--- config.mk ---
export PLATFORM = sky130hd
export DESIGN_NAME = pa_spsram_64x44_ctrl_flat
export DESIGN_NICKNAME = d
export VERILOG_FILES = /design/src/rtl/pa_spsram_64x44_ctrl_if.sv /design/src/rtl/pa_spsram_64x44_ctrl.sv /design/src/flat_wrapper.sv
export SDC_FILE = /design/constraint.sdc
export NUM_CORES = 1
export LEC_CHECK = 0
export CAP_MARGIN = 10
export CELL_PAD_IN_SITES_DETAIL_PLACEMENT = 1
export CELL_PAD_IN_SITES_GLOBAL_PLACEMENT = 1
export CORE_ASPECT_RATIO = 1.4
export CORE_MARGIN = 5
export CORE_UTILIZATION = 40
export CTS_CLUSTER_DIAMETER = 120
export DETAILED_ROUTE_END_ITERATION = 16
export PLACE_DENSITY_LB_ADDON = 0.3
export RECOVER_POWER = 25
export SLEW_MARGIN = 20
export SYNTH_ARGS = -nofsm -noshare
export SYNTH_HDL_FRONTEND = slang
export SYNTH_HIERARCHICAL = 1
export SYNTH_SLANG_ARGS = --single-unit
--- constraint.sdc ---
create_clock -name forever_cpuclk -period 3.8 [get_ports forever_cpuclk]
set_clock_uncertainty 0.15 [all_clocks]
set_input_delay 0.57 -clock forever_cpuclk [delete_from_list [all_inputs] [get_ports forever_cpuclk]]
set_output_delay 0.57 -clock forever_cpuclk [all_outputs]
set_load 0.05 [all_outputs]
--- src/rtl/pa_spsram_64x44_ctrl_if.sv ---
// Request/response port between LSU request logic and the 64x44 SRAM controller.
// The LSU side is the master, and the controller side is the slave.
interface pa_spsram_64x44_ctrl_if #(
   parameter int ADDR_WIDTH = 6,
   parameter int DATA_WIDTH = 44
);
   logic                  req_vld;
   logic                  req_rdy;
   logic                  req_wr;
   logic [ADDR_WIDTH-1:0] req_addr;
   logic [DATA_WIDTH-1:0] req_wdata;
   logic [DATA_WIDTH-1:0] req_wmask;
   logic                  rsp_vld;
   logic                  rsp_rdy;
   logic [DATA_WIDTH-1:0] rsp_rdata;

   modport master (
      output req_vld, req_wr, req_addr, req_wdata, req_wmask, rsp_rdy,
      input  req_rdy, rsp_vld, rsp_rdata
   );

   modport slave (
      input  req_vld, req_wr, req_addr, req_wdata, req_wmask, rsp_rdy,
      output req_rdy, rsp_vld, rsp_rdata
   );
endinterface

--- src/rtl/pa_spsram_64x44_ctrl.sv ---
// Controller for the 64x44 single-port SRAM macro. After reset it clears the array.
// It then serves in-order reads and writes, using a credit-protected response FIFO.

module pa_spsram_64x44_ctrl_chk #(
   parameter int CNT_W     = 2,
   parameter int RSP_DEPTH = 3
) (
   input logic             clk_i,
   input logic             rst_i,
   input logic             push_i,
   input logic [CNT_W-1:0] cnt_i
);
   // A push into a full response FIFO means the credit accounting is broken
   assert property (@(posedge clk_i) disable iff (rst_i)
      !(push_i && (cnt_i == CNT_W'(RSP_DEPTH))));
endmodule

module pa_spsram_64x44_ctrl #(
   parameter int                    ADDR_WIDTH = 6,
   parameter int                    DATA_WIDTH = 44,
   parameter int                    RSP_DEPTH  = 3,
   parameter logic [DATA_WIDTH-1:0] INIT_VAL   = {DATA_WIDTH{1'b0}}
) (
   input  logic                    forever_cpuclk,
   input  logic                    cpurst,
   pa_spsram_64x44_ctrl_if.slave   lsu,
   output logic                    init_done,
   output logic [ADDR_WIDTH-1:0]   ram_a,
   output logic                    ram_cen,
   output logic                    ram_gwen,
   output logic [DATA_WIDTH-1:0]   ram_wen,
   output logic [DATA_WIDTH-1:0]   ram_d,
   input  logic [DATA_WIDTH-1:0]   ram_q
);
   localparam int               PTR_W      = (RSP_DEPTH > 1) ? $clog2(RSP_DEPTH) : 1;
   localparam int               CNT_W      = $clog2(RSP_DEPTH + 1);
   localparam logic [CNT_W:0]   CREDIT_MAX = (CNT_W + 1)'(RSP_DEPTH);
   localparam logic [PTR_W-1:0] PTR_LAST   = PTR_W'(RSP_DEPTH - 1);

   typedef enum logic [0:0] {ST_INIT = 1'b0, ST_ACTIVE = 1'b1} state_e;

   state_e                state_q, state_d;
   logic [ADDR_WIDTH-1:0] init_cnt_q, init_cnt_d;
   logic                  init_done_q, init_done_d;
   logic                  rd_inflight_q, rd_inflight_d;
   logic [DATA_WIDTH-1:0] fifo_q [RSP_DEPTH];
   logic [PTR_W-1:0]      wr_ptr_q, rd_ptr_q;
   logic [CNT_W-1:0]      cnt_q;
   logic                  req_rdy_s, acc_s, push_s, pop_s, rsp_vld_s;

   function automatic logic [PTR_W-1:0] ptr_inc(input logic [PTR_W-1:0] p);
      return (p == PTR_LAST) ? {PTR_W{1'b0}} : p + PTR_W'(1'b1);
   endfunction

   // Credit counts both queued data and the read whose data arrives this cycle
   assign req_rdy_s = !cpurst && (state_q == ST_ACTIVE) &&
                      (({1'b0, cnt_q} + {{CNT_W{1'b0}}, rd_inflight_q}) < CREDIT_MAX);
   assign acc_s         = lsu.req_vld && req_rdy_s;
   assign rd_inflight_d = acc_s && !lsu.req_wr;
   assign push_s        = rd_inflight_q;
   assign rsp_vld_s     = !cpurst && (cnt_q != {CNT_W{1'b0}});
   assign pop_s         = rsp_vld_s && lsu.rsp_rdy;

   assign lsu.req_rdy   = req_rdy_s;
   assign lsu.rsp_vld   = rsp_vld_s;
   assign lsu.rsp_rdata = fifo_q[rd_ptr_q];
   assign init_done     = !cpurst && init_done_q;

   // FSM state register
   always_ff @(posedge forever_cpuclk) begin
      if (cpurst) begin
         state_q     <= ST_INIT;
         init_cnt_q  <= {ADDR_WIDTH{1'b0}};
         init_done_q <= 1'b0;
      end else begin
         state_q     <= state_d;
         init_cnt_q  <= init_cnt_d;
         init_done_q <= init_done_d;
      end
   end

   // FSM next state: sweep every address once, then stay active until reset
   always_comb begin
      state_d     = state_q;
      init_cnt_d  = init_cnt_q;
      init_done_d = init_done_q;
      case (state_q)
         ST_INIT: begin
            init_cnt_d = init_cnt_q + ADDR_WIDTH'(1'b1);
            if (init_cnt_q == {ADDR_WIDTH{1'b1}}) begin
               state_d     = ST_ACTIVE;
               init_done_d = 1'b1;
            end else begin
               state_d     = ST_INIT;
            end
         end
         ST_ACTIVE: begin
            state_d = ST_ACTIVE;
         end
         default: begin
            state_d     = ST_INIT;
            init_cnt_d  = {ADDR_WIDTH{1'b0}};
            init_done_d = 1'b0;
         end
      endcase
   end

   // SRAM pins: clear sweep during INIT, otherwise the accepted request passes through
   always_comb begin
      ram_cen  = 1'b1;
      ram_gwen = 1'b1;
      ram_wen  = {DATA_WIDTH{1'b1}};
      ram_a    = {ADDR_WIDTH{1'b0}};
      ram_d    = {DATA_WIDTH{1'b0}};
      if (cpurst) begin
         ram_cen = 1'b1;
      end else if (state_q == ST_INIT) begin
         ram_cen  = 1'b0;
         ram_gwen = 1'b0;
         ram_wen  = {DATA_WIDTH{1'b0}};
         ram_a    = init_cnt_q;
         ram_d    = INIT_VAL;
      end else if (acc_s) begin
         ram_cen = 1'b0;
         ram_a   = lsu.req_addr;
         ram_d   = lsu.req_wdata;
         if (lsu.req_wr) begin
            ram_gwen = 1'b0;
            ram_wen  = ~lsu.req_wmask;
         end else begin
            ram_gwen = 1'b1;
            ram_wen  = {DATA_WIDTH{1'b1}};
         end
      end else begin
         ram_cen = 1'b1;
      end
   end

   // Read pipeline and response FIFO; reset drops in-flight and queued data
   always_ff @(posedge forever_cpuclk) begin
      if (cpurst) begin
         rd_inflight_q <= 1'b0;
         wr_ptr_q      <= {PTR_W{1'b0}};
         rd_ptr_q      <= {PTR_W{1'b0}};
         cnt_q         <= {CNT_W{1'b0}};
         for (int i = 0; i < RSP_DEPTH; i++) begin
            fifo_q[i] <= {DATA_WIDTH{1'b0}};
         end
      end else begin
         rd_inflight_q <= rd_inflight_d;
         if (push_s) begin
            fifo_q[wr_ptr_q] <= ram_q;
            wr_ptr_q         <= ptr_inc(wr_ptr_q);
         end
         if (pop_s) begin
            rd_ptr_q <= ptr_inc(rd_ptr_q);
         end
         case ({push_s, pop_s})
            2'b10:   cnt_q <= cnt_q + CNT_W'(1'b1);
            2'b01:   cnt_q <= cnt_q - CNT_W'(1'b1);
            default: cnt_q <= cnt_q;
         endcase
      end
   end

   pa_spsram_64x44_ctrl_chk #(.CNT_W(CNT_W), .RSP_DEPTH(RSP_DEPTH)) u_chk (
      .clk_i  (forever_cpuclk),
      .rst_i  (cpurst),
      .push_i (push_s),
      .cnt_i  (cnt_q)
   );
endmodule

--- src/flat_wrapper.sv ---
// flat-port wrapper written by rule: the top's interface ports become plain ports
module pa_spsram_64x44_ctrl_flat 
#(
   parameter int                    ADDR_WIDTH = 6,
   parameter int                    DATA_WIDTH = 44,
   parameter int                    RSP_DEPTH  = 3,
   parameter logic [DATA_WIDTH-1:0] INIT_VAL   = {DATA_WIDTH{1'b0}}
)
  (forever_cpuclk, cpurst, init_done, ram_a, ram_cen, ram_gwen, ram_wen, ram_d, ram_q, lsu_req_vld, lsu_req_wr, lsu_req_addr, lsu_req_wdata, lsu_req_wmask, lsu_rsp_rdy, lsu_req_rdy, lsu_rsp_vld, lsu_rsp_rdata);
  pa_spsram_64x44_ctrl_if #(.ADDR_WIDTH(ADDR_WIDTH), .DATA_WIDTH(DATA_WIDTH)) lsu_i ();
  input  logic forever_cpuclk;
  input  logic cpurst;
  output logic init_done;
  output logic [ADDR_WIDTH-1:0] ram_a;
  output logic ram_cen;
  output logic ram_gwen;
  output logic [DATA_WIDTH-1:0] ram_wen;
  output logic [DATA_WIDTH-1:0] ram_d;
  input  logic [DATA_WIDTH-1:0] ram_q;
  input wire logic [$bits(lsu_i.req_vld)-1:0] lsu_req_vld;
  input wire logic [$bits(lsu_i.req_wr)-1:0] lsu_req_wr;
  input wire logic [$bits(lsu_i.req_addr)-1:0] lsu_req_addr;
  input wire logic [$bits(lsu_i.req_wdata)-1:0] lsu_req_wdata;
  input wire logic [$bits(lsu_i.req_wmask)-1:0] lsu_req_wmask;
  input wire logic [$bits(lsu_i.rsp_rdy)-1:0] lsu_rsp_rdy;
  output wire logic [$bits(lsu_i.req_rdy)-1:0] lsu_req_rdy;
  output wire logic [$bits(lsu_i.rsp_vld)-1:0] lsu_rsp_vld;
  output wire logic [$bits(lsu_i.rsp_rdata)-1:0] lsu_rsp_rdata;
  assign lsu_i.req_vld = lsu_req_vld;
  assign lsu_i.req_wr = lsu_req_wr;
  assign lsu_i.req_addr = lsu_req_addr;
  assign lsu_i.req_wdata = lsu_req_wdata;
  assign lsu_i.req_wmask = lsu_req_wmask;
  assign lsu_i.rsp_rdy = lsu_rsp_rdy;
  assign lsu_req_rdy = lsu_i.req_rdy;
  assign lsu_rsp_vld = lsu_i.rsp_vld;
  assign lsu_rsp_rdata = lsu_i.rsp_rdata;
  pa_spsram_64x44_ctrl #(.ADDR_WIDTH(ADDR_WIDTH), .DATA_WIDTH(DATA_WIDTH), .RSP_DEPTH(RSP_DEPTH), .INIT_VAL(INIT_VAL)) u_core (.forever_cpuclk(forever_cpuclk), .cpurst(cpurst), .lsu(lsu_i), .init_done(init_done), .ram_a(ram_a), .ram_cen(ram_cen), .ram_gwen(ram_gwen), .ram_wen(ram_wen), .ram_d(ram_d), .ram_q(ram_q));
endmodule
Yosys cells after proc, flatten, opt, wreduce, memory -nomap -nowiden
Memories as Yosys holds them, arrays and structs flattened. A register that Yosys moved wholly into a read port is not among the register bits.
Cells that the tools add are included.

word-level totals
  register bits = 15
  RAM bits = 132
  memories kept = 1
  output and inout bits = 143

cells by class
  reduce and logical (&&, ||, !) cells = 13
  order comparisons = 1
  muxes and demuxes = 32
  equality and inequality tests = 5
  bitwise logic cells = 2
  add/sub/neg operators = 6

memory list
  memory         words  bits a word  read ports  clocked after Yosys merged registers in  wr ports  line                        text
  u_core.fifo_q  3      44           1           1                                        3         pa_spsram_64x44_ctrl.sv:46  logic [DATA_WIDTH-1:0] fifo_q [RSP_DEPTH];

operators with widths
  operator                                                               number
  44-bit 2-to-1 mux                                                      8
  44-bit inverter                                                        1
  44-bit OR reduction                                                    1
  6-bit 2-to-1 mux                                                       3
  1-bit 2-to-1 mux                                                       14
  2-bit 2-to-1 mux                                                       5
  1-bit logical AND                                                      7
  2-bit by 1-bit adder with 2-bit output (second input constant)         3
  6-bit by 1-bit adder with 6-bit output (second input constant)         1
  2-bit == test (second input constant)                                  3
  6-bit == test (second input constant)                                  1
  2-bit case mux with 2 select lines                                     1
  2-bit nonzero test                                                     2
  2-bit by 1-bit adder with 3-bit output                                 1
  3-bit by 2-bit < comparator with 1-bit output (second input constant)  1
  2-bit by 1-bit == test with 1-bit output (second input constant)       1
  1-bit zero test                                                        2
  1-bit case mux with 2 select lines                                     1
  2-bit AND reduction                                                    1
  2-bit by 1-bit subtractor with 2-bit output (second input constant)    1
  1-bit inverter                                                         1

Longest topological paths before layout
Gate-level depths: netlist (run 1).

  depth in word-level cells = 7
  depth in mapped cells = 7
  mapped depth without buffers = 6

Worst setup path after synthesis (run 1)
Ideal clock, no wire load.

  path type = flip-flop to output port
  start = reg u_core.cnt_q[0]
  end = out lsu_req_rdy
  data required time = 3.080 ns
  path buffers = 0
  cell stages (with the launch flop) = 5
  arrival time = 2.035 ns
  path slack = 1.045 ns
  path through = dfxtp_1 -> ha_1 -> ha_1 -> a21o_1 -> nor3_1

between the ends
  cells in the longest elaborated chain, start to end = 3

RTL lines
  what                                           line                         text
  from (decl)                                    pa_spsram_64x44_ctrl.sv:48   logic [CNT_W-1:0] cnt_q;
  from (signal assigned)                         pa_spsram_64x44_ctrl.sv:145  cnt_q <= {CNT_W{1'b0}};
  from (signal assigned)                         pa_spsram_64x44_ctrl.sv:159  2'b10: cnt_q <= cnt_q + CNT_W'(1'b1);
  from (signal assigned)                         pa_spsram_64x44_ctrl.sv:160  2'b01: cnt_q <= cnt_q - CNT_W'(1'b1);
  2-bit by 1-bit adder with 3-bit output         pa_spsram_64x44_ctrl.sv:57   (({1'b0, cnt_q} + {{CNT_W{1'b0}}, rd_inflight_q}) < CREDIT_MAX);
  3-bit by 2-bit < comparator with 1-bit output  pa_spsram_64x44_ctrl.sv:57
  1-bit logical AND                              pa_spsram_64x44_ctrl.sv:56   assign req_rdy_s = !cpurst && (state_q == ST_ACTIVE) &&
  to (decl)                                      flat_wrapper.sv:26           output wire logic [$bits(lsu_i.req_rdy)-1:0] lsu_req_rdy;

No other way between the ends.

==> impl_metrics.toml, run 1 <==
[worst_setup_path]
path_cells = "buf_4 > mux4_2 > clkdlybuf4s50_1"
cpPeakStageDelay_ps = 720
cp_data_arrival_time_ps = 2640
cpMaxStageDelayCell = "clkdlybuf4s50_1"
start_kind = "flip-flop"
crit_buf_inv = 2
crit_family = "buffers and inverters"
critical_path_required_ps = 3080
cp_max_fo = 19
critPathKind = "flip-flop to output pin"
end_kind = "output pin"

[clock_tree]
htreeDepth = 4
numCtsBuffers = 17
cts_tree = "done"
cts.reportedPaths.clkPinSlew_ps = 70
post_cts_resized = 0
holdBufCountCts = 0
cts_sinks = 193
post_cts_buffers = 0
insertion_delay_ps = 430
clk_path_buf_depth = 2
cts_root_buf = "clkbuf_16"

[pwr]
p_per_area_nw_per_um2 = 368
vdd_drop_max_v = 0.000328
leakage_nw = 4.96

[finish]
drive_gt1_share_pct = 24.1
layout_common_cells = "edfxtp_1, clkdlybuf4s50_1, and2_1, nand2_1, buf_4"
nets = 1087
final_common_cell = "edfxtp_1"
fill_cells = 2263
syn_to_final_growth_pct = 43.2

[sta]
fmax_mhz = 298
worstMarginPinSlew_ps = 1940
rsz0062_at_grt = "false"
finalCriticalPeriod_ps = 3360
holdWs_ps = 376
tns_ps = 0
setup_slack_ps = 443
relSlewSlack_pct = -29.3
slew_viol_final = 91
setup_viol = 0
min_period_over_period_pct = 88.3
finalHoldViolCount = 0

[global_route]
grt_pass1_wl_um = 41500
antenna_found_initial = 4
grt_pass1_vias = 7087
grt_max_degree = 51
overflow = 0
grt_use_total_pct = 21.6

[route]
final_antenna_net_count = 0
drt_pass1_iterations = 4
drc = 0
vias = 6415
viasPerCell = 5.11
wl_per_cell_um = 22.1
detail_route.iter0.violations = 315
routed_wl_um = 27800

[logic_synthesis]
synth_area_per_cell_um2 = 13.7
ys_ff_latch = 193
synth_cells = 666
syn_nets = 813
yosys_warnings = 6
ys_seq_area_share_pct = 61.8
synth_area_um2 = 9100
yosys.cell_types.count = 40

[floorplanning]
core_um2 = 22500
start_util_pct = 40.4
die_w_um = 137
io_pins = 286
die_area_um2 = 25900
die_h_um = 188
fp-row-count = 65

[placement]
pre_cts_ws_ps = 800
place_congestion = 0.793
port_buffers = 285
dp_hpwl_um = 20100

[run_status]
status = "finished with violations"
violations = "capacitance limit, slew limit"

[min_path]
worst_hold_path_type = "flip-flop to flip-flop"

[flow_run]
maxCapViolCount = 2
==> worst paths after layout <==
path,from,to,slack [ps],cells past startpoint
worst max-delay path,flip-flop,lsu_rsp_rdata[10],440,3
worst min-delay path,u_core/init_cnt_q[5]$_SDFFE_PP0N_,u_core/init_cnt_q[5]$_SDFFE_PP0N_,380,2
worst max register to register,u_core/wr_ptr_q[1]$_SDFFE_PP0P_,u_core/fifo_q[2][41]$_SDFFCE_PN0P_,630,3
worst min register to register,u_core/init_cnt_q[5]$_SDFFE_PP0N_,u_core/init_cnt_q[5]$_SDFFE_PP0N_,380,2
==> metal layers <==
layer | part of all wire [%] | GRT usage [%] | wire length, um
met4 | 1.2 | 5.76 | 323
met5 | 0 | 0 | 0
met3 | 9.1 | 7.45 | 2530
met2 | 54 | 38.9 | 15000
met1 | 36 | 24.0 | 9900
==> where the power goes <==
| part | switching (mW) | internal (mW) | total [mW] |
|---|---|---|---|
| Sequential | 0.0195 | 2.36 | 2.38 |
| Clock | 0.771 | 1.10 | 1.87 |
| Combinational | 0.317 | 0.233 | 0.549 |
==> registers in the layout (all words and copies together) (netlist names), named ones only <==
signal,cells
u_core/init_cnt_q,6
u_core/rd_ptr_q,2
u_core/wr_ptr_q,2
u_core/cnt_q,2
u_core/init_done_q,1
u_core/state_q,1
u_core/fifo_q,176
u_core/push_s,1
==> cells by family (layout without fill, tap and decap cells) <==
logic type,count (synthesis),in the layout,share of synthesized area (%)
muxes,46,46,11.1
other,0,2,0
and+or+nand+nor,299,299,19.1
buffers and inverters,54,341,2.93
AOI/OAI and AO/OA,64,64,3.97
adders and majority gates,4,4,0.550
DFF,193,193,61.8
xor gates and xnor gates,6,6,0.577
==> Yosys cell counts <==
library cell,n,area (um^2)
xnor2_1,2,17.5
a41o_1,1,10.0
and2_2,35,263
o211ai_1,1,7.51
mux2_2,1,11.3
or2_2,3,18.8
nor2_1,10,37.5
dfxtp_1,17,340
inv_2,2,7.51
xor2_1,4,35.0
inv_1,2,7.51
nor3_1,1,5.00
buf_6,1,11.3
a22o_1,7,61.3
buf_2,17,85.1
edfxtp_1,176,5290
and3b_2,1,10.0
clkbuf_2,13,65.1
a21oi_1,50,250
buf_1,4,15.0
nand3_1,1,5.00
nor4_4,2,42.5
nor3b_1,2,15.0
and3_1,2,12.5
nand4b_1,2,17.5
ha_1,4,50.1
and2_1,142,888
nand2_1,90,338
o21ba_2,1,10.0
nor2b_1,3,18.8
o21ai_0,3,15.0
or3_1,2,12.5
mux2i_1,1,10.0
nor4b_4,1,23.8
and4_2,1,10.0
a21o_1,1,7.51
mux4_2,44,991
and4bb_4,1,16.3
buf_4,5,37.5
clkbuf_1,10,37.5
==> metrics by stage <==
stage | utilization, % | power (mW) | instance area, um^2 | cells
finish | 57.8 | 4.80 | 13000 | 1256
global route | 57.8 | 4.97 | 13000 | 1255
CTS | 58.0 | 4.87 | 13100 | 1254
detailed placement | 55.3 | 2.99 | 12500 | 1222
global placement | 55.3 | 2.98 | 12500 | 1222
floorplan | - | 2.68 | 9100 | 666
==> worst min-delay path, cell delays in order (launching register included) <==
cell	delay, ps
dfxtp_1	340
o21ai_0	80
a21oi_1	60
==> layout make-up <==
| type | count | area, um^2 | area share, % |
|---|---|---|---|
| Clock inverter | 15 | 193 | 1.48 |
| Clock buffer | 17 | 425 | 3.26 |
| Tap cell | 301 | 377 | 2.89 |
| Inverter | 4 | 15.0 | 0.115 |
| Timing Repair Buffer | 305 | 3200 | 24.6 |
| Multi-Input combinational cell | 419 | 3190 | 24.5 |
| Sequential cell | 193 | 5630 | 43.2 |
| Antenna cell | 2 | 5.00 | 0.0384 |
No activity file was read; power rests on OpenSTA's default activity.
==> inputs of run 2 (changes only) <==
--- a/config.mk
+++ b/config.mk
@@ -6,11 +6,11 @@
 export NUM_CORES = 1
 export LEC_CHECK = 0
 export CAP_MARGIN = 10
-export CELL_PAD_IN_SITES_DETAIL_PLACEMENT = 1
-export CELL_PAD_IN_SITES_GLOBAL_PLACEMENT = 1
+export CELL_PAD_IN_SITES_DETAIL_PLACEMENT = 0
+export CELL_PAD_IN_SITES_GLOBAL_PLACEMENT = 2
 export CORE_ASPECT_RATIO = 1.4
-export CORE_MARGIN = 5
-export CORE_UTILIZATION = 40
+export CORE_MARGIN = 2
+export CORE_UTILIZATION = 33
 export CTS_CLUSTER_DIAMETER = 120
 export DETAILED_ROUTE_END_ITERATION = 16
 export PLACE_DENSITY_LB_ADDON = 0.3
==> run 2 against run 1 <==
Net effect: the flow still finishes with violations (capacitance limit, slew limit); sequential share of layout area shrank 0.68 points; combinational power is essentially flat; critical path depth grew 2; wire length shrank 12%; utilization shrank 8.8 points; sequential cell count is the same; critical path type unchanged; worst hold slack lost 11 ps; power grew 1.2%; register-to-register slack gained 60 ps; design area grew 1.6%.
==> impl_metrics.toml, run 2 (synthesis results as in run 1) <==
[run_status]
status = "finished with violations"
violations = "capacitance limit, slew limit"

[clock_tree]
cts_sinks = 193
post_cts_resized = 0
clk_path_buf_depth = 2
holdBufCountCts = 0
post_cts_buffers = 0
cts.reportedPaths.clkPinSlew_ps = 70
htreeDepth = 4
cts_root_buf = "clkbuf_16"
numCtsBuffers = 17
cts_tree = "done"
insertion_delay_ps = 430

[route]
final_antenna_net_count = 0
wl_per_cell_um = 18.6
detail_route.iter0.violations = 237
routed_wl_um = 24500
vias = 6172
drc = 0
drt_pass1_iterations = 4
viasPerCell = 4.69

[worst_setup_path]
start_kind = "flip-flop"
critical_path_required_ps = 3080
cpPeakStageDelay_ps = 700
cp_max_fo = 49
end_kind = "output pin"
path_cells = "inv_1 > nor4_4 > buf_4 > a22o_1 > buf_12"
cpMaxStageDelayCell = "dfxtp_1"
critPathKind = "flip-flop to output pin"
cp_data_arrival_time_ps = 2580

[placement]
dp_hpwl_um = 16300
place_congestion = 0.828
port_buffers = 285
postPlaceCellArea_um2 = 12600

[finish]
largest_reg_flops = 176
syn_to_final_growth_pct = 45.4
layout_common_cells = "edfxtp_1, clkdlybuf4s50_1, and2_1, nand2_1, buf_4"
top_regs = "u_core/fifo_q (176), u_core/init_cnt_q (6)"
nets = 1084
fill_cells = 2475
drive_gt1_share_pct = 24.0
registers.top_by_ff_count = "u_core/fifo_q"
final_common_cell = "edfxtp_1"
fin_area_um2 = 13200

[global_route]
grt_pass1_vias = 6732
overflow = 0
met3_usage_pct = 4.96
antenna_found_initial = 3
grtUsageMet2_pct = 33.0
use_met1_pct = 17.7
grt_max_degree = 50
grt_use_total_pct = 17.4
grt_pass1_wl_um = 37300
top_usage_layer = "met2"

[sta]
setup_viol = 0
tns_ps = 0
relSlewSlack_pct = -45.2
worstMarginPinSlew_ps = 2180
slew_viol_final = 45
min_period_over_period_pct = 86.8
rsz0062_at_grt = "false"
fmax_mhz = 303
finalCriticalPeriod_ps = 3300
finalHoldViolCount = 0

[floorplanning]
die_area_um2 = 28900
start_util_pct = 33.7
core_um2 = 27000
fp-row-count = 71
die_h_um = 201
io_pins = 286
die_w_um = 144

[pwr]
p_per_area_nw_per_um2 = 366
vdd_drop_max_v = 0.000256
leakage_nw = 4.99

[min_path]
worst_hold_path_type = "flip-flop to flip-flop"

[flow_run]
maxCapViolCount = 1
run 2: cell types whose count changed in the layout (fill, tap and decap cells not counted), sizes merged:
cell,delta
buf,-3
clkbuf,+2
diode,-1
bufinv,+1
inv,+1
clkinvlp,+1
clkinv,-5
run 2: power breakdown:
| part | total [mW] | leakage [nW] | internal [mW] | switching, mW |
|---|---|---|---|---|
| clock | 1.93 | 0.305 | 1.17 | 0.758 |
| combinational | 0.551 | 2.79 | 0.239 | 0.312 |
| sequential | 2.37 | 1.90 | 2.36 | 0.0151 |
| total | 4.85 | 4.99 | 3.77 | 1.09 |
run 2: cell type report:
type,count,area [um^2],share of cell area [%]
sequential,193,5630,42.5
clock inverter,13,209,1.58
clock buffer,19,433,3.27
tap,365,457,3.45
timing repair buffer,302,3300,24.9
inverter,4,15.0,0.113
antenna,1,2.50,0.0189
multi-input combinational,419,3190,24.1
run 2: final timing paths:
path                                          start                            endpoint  slack (ps)  cells past startpoint
setup / recovery          u_core/state_q$_SDFF_PP0_                            ram_a[3]         500                      5
hold / removal    u_core/init_cnt_q[5]$_SDFFE_PP0N_   u_core/init_cnt_q[5]$_SDFFE_PP0N_         360                      2
setup reg to reg           u_core/push_s$_SDFF_PP0_  u_core/fifo_q[0][32]$_SDFFCE_PN0P_         690                      4
hold reg to reg   u_core/init_cnt_q[5]$_SDFFE_PP0N_   u_core/init_cnt_q[5]$_SDFFE_PP0N_         360                      2
run 2: metrics by stage:
stage	hold WS (ps)	instances	total power, mW	util [%]	worst slack, ps
final	365	1316	4.85	49.0	501
after global routing	393	1316	5.01	49.0	289
after detailed placement	350	1283	2.99	46.8	775
after CTS	362	1315	4.92	49.2	431
after floorplan	316	666	2.68	-	1050
after global placement	331	1283	2.99	46.8	789
run 2: per-layer routing:
metal	vias up	share of wire, %
met4	4	2.4
met1	2970	36
li1	2926	-
met3	29	6.7
met5	-	0.094
met2	243	55
run 2: worst max-delay path: cells and delay by family (launching register included):
family	cells	cell delay (ps)
AO/OA/AOI/OAI	1	260
flip-flops	1	700
buffers and inverters	3	830
AND/OR/NAND/NOR	1	320
